<file path="config.mk">
export PLATFORM = sky130hd
export DESIGN_NAME = instr_fetch_unit
export DESIGN_NICKNAME = d
export VERILOG_FILES = /design/src/rtl/fetch_pkg.sv /design/src/rtl/fetch_fifo.sv /design/src/rtl/instr_fetch_unit.sv
export SDC_FILE = /design/constraint.sdc
export NUM_CORES = 1
export LEC_CHECK = 0
export BUFFER_PORTS_ARGS = -buffer_cell sky130_fd_sc_hd__buf_2
export CAP_MARGIN = 5
export CORE_MARGIN = 10
export CORE_UTILIZATION = 40
export CTS_CLUSTER_SIZE = 28
export DETAILED_ROUTE_END_ITERATION = 6
export SETUP_SLACK_MARGIN = 0.3
export SLEW_MARGIN = 20
export SYNTH_ARGS = -nofsm -noshare
export SYNTH_HDL_FRONTEND = slang
export SYNTH_SLANG_ARGS = --single-unit
</file>
<file path="constraint.sdc">
create_clock -name Clk -period 9.6 [get_ports Clk]
set_clock_uncertainty 0.2 [all_clocks]
set_input_delay 1.44 -clock Clk [delete_from_list [all_inputs] [get_ports Clk]]
set_output_delay 1.44 -clock Clk [all_outputs]
set_load 0.01 [all_outputs]
</file>
<file path="src/rtl/fetch_pkg.sv">
// Shared widths, constants and the fetch buffer entry layout for the fetch stage.
package fetch_pkg;

  localparam int unsigned ADDR_W  = 32;
  localparam int unsigned INSTR_W = 32;

  localparam logic [INSTR_W-1:0] NOP_INSTR        = '0;
  localparam logic [ADDR_W-1:0]  DEFAULT_RESET_PC = '0;
  localparam logic [ADDR_W-1:0]  PC_INCR          = 32'd4;

  // One buffered fetch: the instruction word and the address after it.
  typedef struct packed {
    logic [INSTR_W-1:0] instr;
    logic [ADDR_W-1:0]  pc_plus4;
  } fetch_entry_t;

endpackage

</file>
<file path="src/rtl/fetch_fifo.sv">
// Small synchronous FIFO with flush, used for fetched instructions and request address tags.
module fetch_fifo #(
  parameter int unsigned DEPTH = 2,
  parameter int unsigned WIDTH = 64
) (
  input  logic                         clk,
  input  logic                         rst_n,
  input  logic                         clear,
  input  logic                         push,
  input  logic                         pop,
  input  logic [WIDTH-1:0]             push_data,
  output logic [WIDTH-1:0]             head,
  output logic [$clog2(DEPTH+1)-1:0]   count,
  output logic                         empty,
  output logic                         full
);

  localparam int unsigned AW = (DEPTH > 1) ? $clog2(DEPTH) : 1;
  localparam int unsigned CW = $clog2(DEPTH+1);

  logic [WIDTH-1:0] mem [DEPTH];
  logic [AW-1:0]    rd_ptr;
  logic [AW-1:0]    wr_ptr;
  logic             do_push;
  logic             do_pop;

  assign empty   = (count == '0);
  assign full    = (count == CW'(DEPTH));
  assign do_pop  = pop && !empty;
  assign do_push = push && (!full || do_pop);
  assign head    = mem[rd_ptr];

  // Storage array; contents need no reset since count gates visibility.
  always_ff @(posedge clk) begin
    if (do_push && !clear) mem[wr_ptr] <= push_data;
  end

  // Pointer and occupancy tracking with synchronous flush.
  always_ff @(posedge clk or negedge rst_n) begin
    if (!rst_n) begin
      rd_ptr <= '0;
      wr_ptr <= '0;
      count  <= '0;
    end else if (clear) begin
      rd_ptr <= '0;
      wr_ptr <= '0;
      count  <= '0;
    end else begin
      if (do_push) wr_ptr <= wr_ptr + 1'b1;
      if (do_pop)  rd_ptr <= rd_ptr + 1'b1;
      count <= count + CW'(do_push) - CW'(do_pop);
    end
  end

endmodule

</file>
<file path="src/rtl/instr_fetch_unit.sv">
// Fetch stage: owns the PC, issues credit-limited word fetches, buffers responses
// and drives the IF/ID register, dropping wrong-path responses after a redirect.
module instr_fetch_unit import fetch_pkg::*; #(
  parameter logic [ADDR_W-1:0] RESET_PC = DEFAULT_RESET_PC,
  parameter int unsigned       DEPTH    = 2
) (
  input  logic               Clk,
  input  logic               Rst_n,
  output logic               ImemReqValid,
  input  logic               ImemReqReady,
  output logic [ADDR_W-1:0]  ImemReqAddr,
  input  logic               ImemRspValid,
  input  logic [INSTR_W-1:0] ImemRspData,
  input  logic               Redirect,
  input  logic [ADDR_W-1:0]  RedirectTarget,
  input  logic               Stall,
  output logic               IfIdValid,
  output logic [INSTR_W-1:0] IfIdInstr,
  output logic [ADDR_W-1:0]  IfIdPCPlus4
);

  localparam int unsigned CW = $clog2(DEPTH+1);

  logic [ADDR_W-1:0] pc;
  logic [CW-1:0]     inflight;
  logic [CW-1:0]     discard;
  logic [CW-1:0]     data_count;
  logic [CW-1:0]     tag_count;
  logic              data_empty, data_full, tag_empty, tag_full;
  logic              data_push, data_pop;
  logic              accept, rsp_keep, rsp_drop, loadable;
  logic [ADDR_W-1:0] tag_head;
  fetch_entry_t      data_head;
  fetch_entry_t      rsp_entry;
  logic              unused_ok;

  assign ImemReqValid = Rst_n && !Redirect &&
                        (({1'b0, inflight} + {1'b0, data_count}) < (CW+1)'(DEPTH));
  assign ImemReqAddr  = pc;
  assign accept       = ImemReqValid && ImemReqReady;
  assign rsp_drop     = ImemRspValid && (discard != '0);
  assign rsp_keep     = ImemRspValid && (discard == '0) && !Redirect;
  assign loadable     = !IfIdValid || !Stall;
  assign rsp_entry    = '{instr: ImemRspData, pc_plus4: tag_head + PC_INCR};
  assign data_pop     = loadable && !data_empty && !Redirect;
  // A kept response skips the buffer only when IF/ID takes it directly this cycle.
  assign data_push    = rsp_keep && !(loadable && data_empty);

  assign unused_ok = &{1'b0, tag_count, tag_empty, tag_full, data_full, RedirectTarget[1:0]};

  fetch_fifo #(.DEPTH(DEPTH), .WIDTH(ADDR_W)) u_tag_fifo (
    .clk       (Clk),
    .rst_n     (Rst_n),
    .clear     (Redirect),
    .push      (accept),
    .pop       (rsp_keep),
    .push_data (pc),
    .head      (tag_head),
    .count     (tag_count),
    .empty     (tag_empty),
    .full      (tag_full)
  );

  fetch_fifo #(.DEPTH(DEPTH), .WIDTH(INSTR_W + ADDR_W)) u_data_fifo (
    .clk       (Clk),
    .rst_n     (Rst_n),
    .clear     (Redirect),
    .push      (data_push),
    .pop       (data_pop),
    .push_data (rsp_entry),
    .head      (data_head),
    .count     (data_count),
    .empty     (data_empty),
    .full      (data_full)
  );

  // Program counter: redirect wins, otherwise advance on each accepted request.
  always_ff @(posedge Clk or negedge Rst_n) begin
    if (!Rst_n)        pc <= RESET_PC;
    else if (Redirect) pc <= {RedirectTarget[ADDR_W-1:2], 2'b00};
    else if (accept)   pc <= pc + PC_INCR;
  end

  // Outstanding and to-be-dropped response counters.
  // On redirect every response still pending after this cycle becomes a discard;
  // discard never exceeds inflight, so the new value subsumes any earlier discards.
  always_ff @(posedge Clk or negedge Rst_n) begin
    if (!Rst_n) begin
      inflight <= '0;
      discard  <= '0;
    end else if (Redirect) begin
      inflight <= inflight - CW'(ImemRspValid);
      discard  <= inflight - CW'(ImemRspValid);
    end else begin
      inflight <= inflight + CW'(accept) - CW'(ImemRspValid);
      if (rsp_drop) discard <= discard - 1'b1;
    end
  end

  // IF/ID register: load buffer head first, else bypass a fresh response, else bubble.
  always_ff @(posedge Clk or negedge Rst_n) begin
    if (!Rst_n) begin
      IfIdValid   <= 1'b0;
      IfIdInstr   <= NOP_INSTR;
      IfIdPCPlus4 <= '0;
    end else if (Redirect) begin
      IfIdValid <= 1'b0;
    end else if (loadable) begin
      if (!data_empty) begin
        IfIdValid   <= 1'b1;
        IfIdInstr   <= data_head.instr;
        IfIdPCPlus4 <= data_head.pc_plus4;
      end else if (rsp_keep) begin
        IfIdValid   <= 1'b1;
        IfIdInstr   <= rsp_entry.instr;
        IfIdPCPlus4 <= rsp_entry.pc_plus4;
      end else begin
        IfIdValid <= 1'b0;
      end
    end
  end

endmodule

</file>
==> results.sh, run 1 <==
export IMPL_ctsHoldBuffers=0
export IMPL_yosys_warnings=0
export IMPL_worstSkewPairLatency_ps=510
export IMPL_die_x_um=198
export IMPL_final_cell_mix="edfxtp_1, buf_2, dfrtp_1, nand2_1, mux2i_1"
export IMPL_rows=65
export IMPL_firstDrtPassIters=5
export IMPL_clock_root_buffer="clkbuf_16"
export IMPL_whs_ps=272
export IMPL_syn_area_sq_um=12700
export IMPL_yosys_area_share_simple_pct=11.6
export IMPL_post_cts_resized=0
export IMPL_cpPeakStageDelay_ps=800
export IMPL_synth_edf_count=184
export IMPL_maxSlewHeadroom_pct=36.1
export IMPL_wl_per_cell_um=18.2
export IMPL_path_cells="buf_4, nor4b_4, and2_0, inv_2, or3_2, o311ai_0, nand2_1"
export IMPL_place_hpwl_um=19000
export IMPL_antenna_found_initial=0
export IMPL_critPathLaunchType="input port"
export IMPL_status="complete, no violations"
export IMPL_fin_crit_sh_pct=46.1
export IMPL_synth_top_family_by_area="simple AND/OR/NAND/NOR gates"
export IMPL_layout_commonest_cell="edfxtp_1"
export IMPL_critical_path_arrival_ps=4610
export IMPL_syn_instance_count=1028
export IMPL_core_sq_um=31500
export IMPL_drive_above_1_share_pct=20.6
export IMPL_post_cts_setup_buffer_count=0
export IMPL_cp_end_kind="register"
export IMPL_setup_tns_ps=0
export IMPL_ys_types=55
export IMPL_worstHoldPathType="reg2reg"
export IMPL_finalHoldViolCount=0
export IMPL_critical_path_slowest_cell="and2_0"
export IMPL_ant_nets=0
export IMPL_synth_seq_cells=289
export IMPL_dieArea_sq_um=39400
export IMPL_worstSetupPathType="in2reg"
export IMPL_synthMuxAreaShare_pct=6.87
export IMPL_cts_max_path_buffers=3
export IMPL_finalSetupViolations=0
export IMPL_io_pins=168
export IMPL_routed_wl_um=29100
export IMPL_slew_violations=0
export IMPL_grt_total_usage_pct=14.6
export IMPL_synth_xor_area_share_pct=2.82
export IMPL_die_h_um=198
export IMPL_num_antenna_cells=0
export IMPL_drtIter0Drc=368
export IMPL_tightest_slew_ps=958
export IMPL_cts_sinks=289
export IMPL_rsz0062_at_grt="no"
export IMPL_grt_first_pass_wirelength_um=46100
export IMPL_place_congestion=0.808
export IMPL_drc=0
export IMPL_cts_tree="built"
export IMPL_grt_max_degree=101
export IMPL_viasPerCell=5.28
export IMPL_yosys_area_share_adder_pct=1.14
export IMPL_cts_buffers=34
export IMPL_fmax_mhz=226
export IMPL_crit_required_ps=9780
export IMPL_grt_pass1_vias=8421
export IMPL_crit_fanout=43
export IMPL_min_period_ps=4420
export IMPL_clkTransAtPathRegs_ps=60
export IMPL_async_flop_share_pct=36.3
export IMPL_htreeDepth=2
export IMPL_synth_compound_area_share_pct=10.6
export IMPL_area_growth_pct=18.5
export IMPL_initial_core_util_pct=40.5
export IMPL_ir_worst_vdd_mv=0.240
export IMPL_p_leak_uw=0.00572
export IMPL_synth_seq_area_share_pct=64.0
export IMPL_syn_area_per_cell_sq_um=12.4
export IMPL_synth_ff_type="edfxtp_1"
export IMPL_vias=8465
export IMPL_port_buffers=161
export IMPL_powerDensity_nw_per_um2=281
export IMPL_maxCapViolations=0
export IMPL_grt_overflow=0
export IMPL_fin_nets=1256
## state kept, by name, summed over array words and instances (netlist names)
signal / count
ImemReqAddr: 30
u_data_fifo.mem: 124
u_tag_fifo.wr_ptr: 1
discard: 2
u_data_fifo.wr_ptr: 1
IfIdValid: 1
u_tag_fifo.rd_ptr: 1
u_data_fifo.count: 2
IfIdInstr: 32
IfIdPCPlus4: 30
inflight: 2
u_tag_fifo.count: 2
u_tag_fifo.mem: 60
u_data_fifo.rd_ptr: 1
## path summary, 6_finish.rpt
path,startpoint,endpoint,slack [ps],depth (start not counted)
min reg2reg,IfIdPCPlus4[2],IfIdPCPlus4[2],270,2
min,IfIdPCPlus4[2],IfIdPCPlus4[2],270,2
min in group asynchronous,Rst_n,ImemReqAddr[6],730,1
max reg2reg,u_data_fifo.count[0],ImemReqAddr[21],5490,9
max in group asynchronous,Rst_n,IfIdPCPlus4[24],7110,2
max,Rst_n,ImemReqAddr[21],5180,7
## final cells by class
type | instances | area [sq um]
clock inverters | 23 | 303
inverters | 22 | 82.6
clock buffers | 39 | 891
well taps | 402 | 503
flip-flops and latches | 289 | 8160
multi-input cells | 658 | 4270
fillers | 2784 | 16400
repair buffers | 170 | 880
## worst max-delay path, delay by kind of cell
family | cells | cell delay [ps]
AND/OR/NAND/NOR | 4 | 1920
AO/OA/AOI/OAI | 1 | 340
buffers and inverters | 2 | 880
## per-stage QoR
stage	util (%)	instance area (sq um)	setup WS (ps)	total power, uW	instances
final	47.9	15100	5180	4240	1603
after global routing	47.9	15100	4850	4520	1603
after CTS	47.9	15100	5110	4300	1603
after detailed placement	44.1	13900	4600	2950	1541
after global placement	44.1	13900	4630	2920	1541
after floorplan	-	12700	4490	2520	1031
## report_power, final
part | leakage, uW | switching, uW | internal (uW) | total (uW)
logic | 0.00217 | 731 | 459 | 1190
clock network | 0.000576 | 510 | 837 | 1350
registers | 0.00297 | 160 | 1550 | 1710
total | 0.00572 | 1400 | 2840 | 4240
## layer usage
layer / share of wire, % / global-route usage, %
met1: 48 / 20.1
met3: 5.6 / 2.91
met4: 1.7 / 3.87
met2: 45 / 22.9
met5: 0 / 0
## cell usage after synthesis, types with 23 or more instances
cell      instances  area [sq um]
edfxtp_1        184          5530
dfrtp_1         105          2630
nand2_1         103           387
mux2i_1          84           841
o21ai_0          74           370
nor2_1           69           259
a21oi_1          58           290
clkbuf_1         36           135
a221o_1          28           280
nand3_1          27           135
xor2_1           25           219
nor3_1           23           115
## cell families after synthesis
kind of cell	after synthesis
xor+xnor	41
compound gates	211
other cells	1
flops	289
fa+ha+maj	11
simple gates	304
buf+inv	84
mux	87
(Power assumes the default switching activity.)
==> run 2: changes to the inputs <==
==> constraint.sdc (replaced) <==
create_clock -name Clk -period 3.97 [get_ports Clk]
set_clock_uncertainty 0.2 [all_clocks]
set_input_delay 0.5955 -clock Clk [delete_from_list [all_inputs] [get_ports Clk]]
set_output_delay 0.5955 -clock Clk [all_outputs]
set_load 0.01 [all_outputs]
==> run 2 against run 1 <==
  * Via count up 1.1%
  * Highest routed layer unchanged
  * Critical path type is now reg2reg
  * Sequential share of layout area about the same
  * Count of clock-buffer cells in the layout up 6
==> results.sh, run 2 (synthesized netlist as in run 1, its figures left out) <==
export IMPL_final_cells=1611
export IMPL_place_hpwl_um=19500
export IMPL_finalHoldViolCount=0
export IMPL_slew_violations=0
export IMPL_fin_nets=1265
export IMPL_finalSetupViolations=0
export IMPL_worstSetupPathType="reg2reg"
export IMPL_powerDensity_nw_per_um2=661
export IMPL_initial_core_util_pct=40.5
export IMPL_largest_register="u_data_fifo.mem"
export IMPL_rows=65
export IMPL_worstSkewPairLatency_ps=550
export IMPL_clkTransAtPathRegs_ps=60
export IMPL_tightest_slew_ps=907
export IMPL_layout_commonest_cell="edfxtp_1"
export IMPL_grt_pass1_vias=8668
export IMPL_largest_register_ff_count=124
export IMPL_fmax_mhz=308
export IMPL_num_antenna_cells=0
export IMPL_place_worst_setup_slack_ps=738
export IMPL_top_regs="u_data_fifo.mem: 124 flops, u_tag_fifo.mem: 60 flops, IfIdInstr: 32 flops"
export IMPL_cp_end_kind="register"
export IMPL_place_congestion=0.828
export IMPL_grt_overflow=0
export IMPL_wl_per_cell_um=17.8
export IMPL_crit_fanout=27
export IMPL_hold_start="ImemRspData[9]"
export IMPL_status="complete, no violations"
export IMPL_area_growth_pct=18.4
export IMPL_dieArea_sq_um=39400
export IMPL_firstDrtPassIters=4
export IMPL_vias=8559
export IMPL_critical_path_arrival_ps=3470
export IMPL_grt_max_degree=78
export IMPL_reg2reg_from="u_data_fifo.count[0]"
export IMPL_maxCapViolations=0
export IMPL_ant_nets=0
export IMPL_worstHoldPathType="in2reg"
export IMPL_critPathLaunchType="register"
export IMPL_drc=0
export IMPL_antenna_found_initial=0
export IMPL_viasPerCell=5.31
export IMPL_grt_total_usage_pct=14.4
export IMPL_n_fill_cell=2829
export IMPL_rsz0062_at_grt="no"
export IMPL_htreeDepth=1
export IMPL_routed_wl_um=28700
export IMPL_drtIter0Drc=415
export IMPL_die_x_um=198
export IMPL_p_total_uw=9970
export IMPL_cts_tree="built"
export IMPL_finish_utilization_pct=47.9
export IMPL_maxSlewHeadroom_pct=39.5
export IMPL_io_pins=168
export IMPL_final_cell_mix="edfxtp_1, buf_2, dfrtp_1, nand2_1, mux2i_1"
export IMPL_crit_required_ps=4200
export IMPL_setup_slack_ps=728
export IMPL_cts_buffers=31
export IMPL_ir_worst_vdd_mv=0.425
export IMPL_post_cts_resized=0
export IMPL_ctsHoldBuffers=1
export IMPL_p_leak_uw=0.00574
export IMPL_grt_first_pass_wirelength_um=46500
export IMPL_min_period_ps=3240
export IMPL_clock_root_buffer="clkbuf_16"
export IMPL_cts_sinks=289
export IMPL_post_cts_setup_buffer_count=0
export IMPL_startpoint="u_data_fifo.count[0]"
export IMPL_core_sq_um=31500
export IMPL_fin_crit_sh_pct=81.7
export IMPL_drive_above_1_share_pct=21.0
export IMPL_port_buffers=161
export IMPL_cts_max_path_buffers=3
export IMPL_die_h_um=198
export IMPL_setup_tns_ps=0
export IMPL_placedCellCount=1552
==> run 2: cell type report <==
class / count / area [sq um] / share of cell area (%)
inverters: 22 / 82.6 / 0.548
clock buffers: 45 / 898 / 5.96
multi-input cells: 658 / 4260 / 28.3
clock inverters: 13 / 158 / 1.05
well taps: 402 / 503 / 3.34
repair buffers: 182 / 1020 / 6.75
flip-flops and latches: 289 / 8160 / 54.1
==> run 2: final timing paths <==
kind	depth (start not counted)	to	slack, ps
max in group asynchronous	4	IfIdPCPlus4[15]	1740
worst min register to register	2	IfIdPCPlus4[9]	270
worst max-delay path	9	ImemReqAddr[21]	730
worst min-delay path	1	u_data_fifo.mem[0][41]	50
worst max register to register	9	ImemReqAddr[21]	730
min in group asynchronous	3	ImemReqAddr[11]	500
==> run 2: per-stage QoR <==
stage / instance area, sq um / hold slack, ps
after floorplan: 12800 / 99.9
after global placement: 14000 / 256
after detailed placement: 14000 / 262
after CTS: 15100 / 22.4
after global routing: 15100 / 29.4
final: 15100 / 46.2
==> run 2: power by group <==
group	leakage (uW)	internal (uW)	switching [uW]
logic	0.00225	1170	1750
clock network	0.000521	1770	1140
registers	0.00297	3730	402
==> run 2: per-layer routing <==
| layer | routed length [um] | vias up | GRT usage, % |
|---|---|---|---|
| met4 | 482 | 0 | 3.02 |
| met3 | 1630 | 42 | 3.06 |
| met2 | 12800 | 202 | 22.9 |
| li1 | - | 4148 | - |
| met5 | 0 | - | 0 |
| met1 | 13800 | 4167 | 20.0 |
==> run 2: critical path, cell delays in order (launching register included) <==
cell and delay, ps:
dfrtp_1 410, inv_1 90, nor2_1 130, fa_1 470, nor4b_4 300, and2_0 260
inv_2 230, or3_2 620, o311ai_0 340, nand2_1 80
==> run 3: changes to the inputs <==
==> constraint.sdc (replaced) <==
create_clock -name Clk -period 3.2 [get_ports Clk]
set_clock_uncertainty 0.2 [all_clocks]
set_input_delay 0.48 -clock Clk [delete_from_list [all_inputs] [get_ports Clk]]
set_output_delay 0.48 -clock Clk [all_outputs]
set_load 0.01 [all_outputs]
==> run 3 against run 2 <==
  * Via count is 2.0% higher
  * Largest power group unchanged
  * Critical path type is now reg2out
  * Critical endpoint is now ImemReqValid
  * Die area stayed put
  * Sequential share of layout area is 2.3 points lower
  * Non-clock buffer count is 53 higher
  * Clock power is 27% higher
==> results.sh, run 3 (synthesized netlist as in run 1, its figures left out) <==
export IMPL_rows=65
export IMPL_crit_fanout=3
export IMPL_fmax_mhz=358
export IMPL_firstDrtPassIters=5
export IMPL_p_total_uw=12600
export IMPL_final_cell_mix="edfxtp_1, buf_2, nand2_1"
export IMPL_grt_overflow=0
export IMPL_placed_cell_area_sq_um=14100
export IMPL_crit_required_ps=2520
export IMPL_grt_max_degree=101
export IMPL_viasPerCell=5.24
export IMPL_final_cells=1667
export IMPL_fin_crit_sh_pct=87.2
export IMPL_core_sq_um=31500
export IMPL_port_buffers=161
export IMPL_n_fill_cell=2787
export IMPL_top_regs="u_data_fifo.mem: 124 flops, u_tag_fifo.mem: 60 flops, IfIdInstr: 32 flops"
export IMPL_initial_core_util_pct=40.5
export IMPL_drc=0
export IMPL_largest_register_ff_count=124
export IMPL_m1WireLength_um=14200
export IMPL_powerDensity_nw_per_um2=799
export IMPL_place_congestion=0.840
export IMPL_stdcell_area_sq_um=15800
export IMPL_wl_met2_um=13600
export IMPL_critical_path_arrival_ps=2110
export IMPL_clock_root_buffer="clkbuf_16"
export IMPL_place_worst_setup_slack_ps=70.1
export IMPL_finalSetupViolations=0
export IMPL_grt_total_usage_pct=15.2
export IMPL_cts_tree="built"
export IMPL_status="complete, no violations"
export IMPL_die_h_um=198
export IMPL_highest_layer="met4"
export IMPL_area_growth_pct=23.8
export IMPL_layout_commonest_cell="edfxtp_1"
export IMPL_die_x_um=198
export IMPL_min_period_ps=2790
export IMPL_critPathLaunchType="register"
export IMPL_cts_sinks=289
export IMPL_clkTransAtPathRegs_ps=60
export IMPL_maxCapViolations=0
export IMPL_cts_buffers=34
export IMPL_placedCellCount=1555
export IMPL_tightest_slew_ps=751
export IMPL_rsz0062_at_grt="yes"
export IMPL_setup_slack_ps=410
export IMPL_fin_nets=1321
export IMPL_ant_nets=0
export IMPL_worstSkewPairLatency_ps=510
export IMPL_drtIter0Drc=398
export IMPL_cts_max_path_buffers=3
export IMPL_num_antenna_cells=0
export IMPL_ir_worst_vdd_mv=0.604
export IMPL_grt_pass1_vias=8887
export IMPL_antenna_found_initial=0
export IMPL_place_hpwl_um=19900
export IMPL_worstSetupPathType="reg2out"
export IMPL_cp_end_kind="primary output"
export IMPL_dieArea_sq_um=39400
export IMPL_worstHoldPathType="in2reg"
export IMPL_io_pins=168
export IMPL_drive_above_1_share_pct=21.8
export IMPL_largest_register="u_data_fifo.mem"
export IMPL_finalHoldViolCount=0
export IMPL_htreeDepth=2
export IMPL_slew_violations=0
export IMPL_grt_first_pass_wirelength_um=48300
export IMPL_routed_wl_um=30000
export IMPL_wl_per_cell_um=18.0
export IMPL_met3_wirelength_um=1770
export IMPL_p_leak_uw=0.00601
export IMPL_vias=8730
export IMPL_maxSlewHeadroom_pct=49.4
run 3: cell types whose count changed in the layout (fill, tap and decap cells not counted), moves of 4 or more:
cell,before,now
dlygate4sd3_1,1,48
clkbuf_16,31,35
clkbuf_8,7,3
clkinv_1,0,4
run 3: layer usage:
| layer | global-route usage (%) | up-vias |
|---|---|---|
| li1 | - | 4254 |
| met1 | 21.0 | 4209 |
| met2 | 23.6 | 228 |
| met3 | 3.50 | 39 |
| met4 | 3.98 | 0 |
| met5 | 0 | - |
run 3: path summary, 6_finish.rpt:
check	from	to	slack, ps	cells past startpoint
max	u_data_fifo.count[0]	ImemReqValid	410	6
min reg2reg	IfIdInstr[4]	IfIdInstr[4]	270	2
min in group asynchronous	Rst_n	ImemReqAddr[7]	380	3
min	RedirectTarget[6]	ImemReqAddr[6]	20	2
max reg2reg	u_data_fifo.count[0]	inflight[1]	430	12
max in group asynchronous	Rst_n	u_data_fifo.rd_ptr	1280	4
run 3: timing repair:
action,CTS,global route
resized for setup,7,6
pin swaps,0,4
hold buffers,47,1
setup endpoints to repair,88,67
hold endpoints to repair,108,1
setup buffers,0,3
run 3: worst max-delay path: stages (launching register included):
cell and delay, ps:
dfrtp_2 400, inv_2 50, nor2_2 120, fa_1 460, nor4b_4 280, buf_4 160, buf_2 120
run 3: cell type report:
cell class                 count  area, sq um  area share (%)
inverter                      22         85.1           0.540
clock inverter                17          145           0.921
sequential                   289         8160            51.8
multi-input combinational    658         4360            27.6
clock buffer                  44          940            5.96
timing repair buffer         235         1580            9.99
tap                          402          503            3.19
run 3: report_power, final:
group	internal, uW	total [uW]	switching [uW]
clock	2240	3700	1460
sequential	4640	5180	546
combinational	1540	3720	2180
total	8410	12600	4180
run 3: stage by stage:
step                utilization, %  hold WS (ps)  TNS [ps]
floorplan                        -         -15.6     -1730
global placement              44.9           255         0
detailed placement            44.9           265         0
CTS                           49.9         0.296         0
global route                  50.1          8.37         0
finish                        50.1          24.8         0
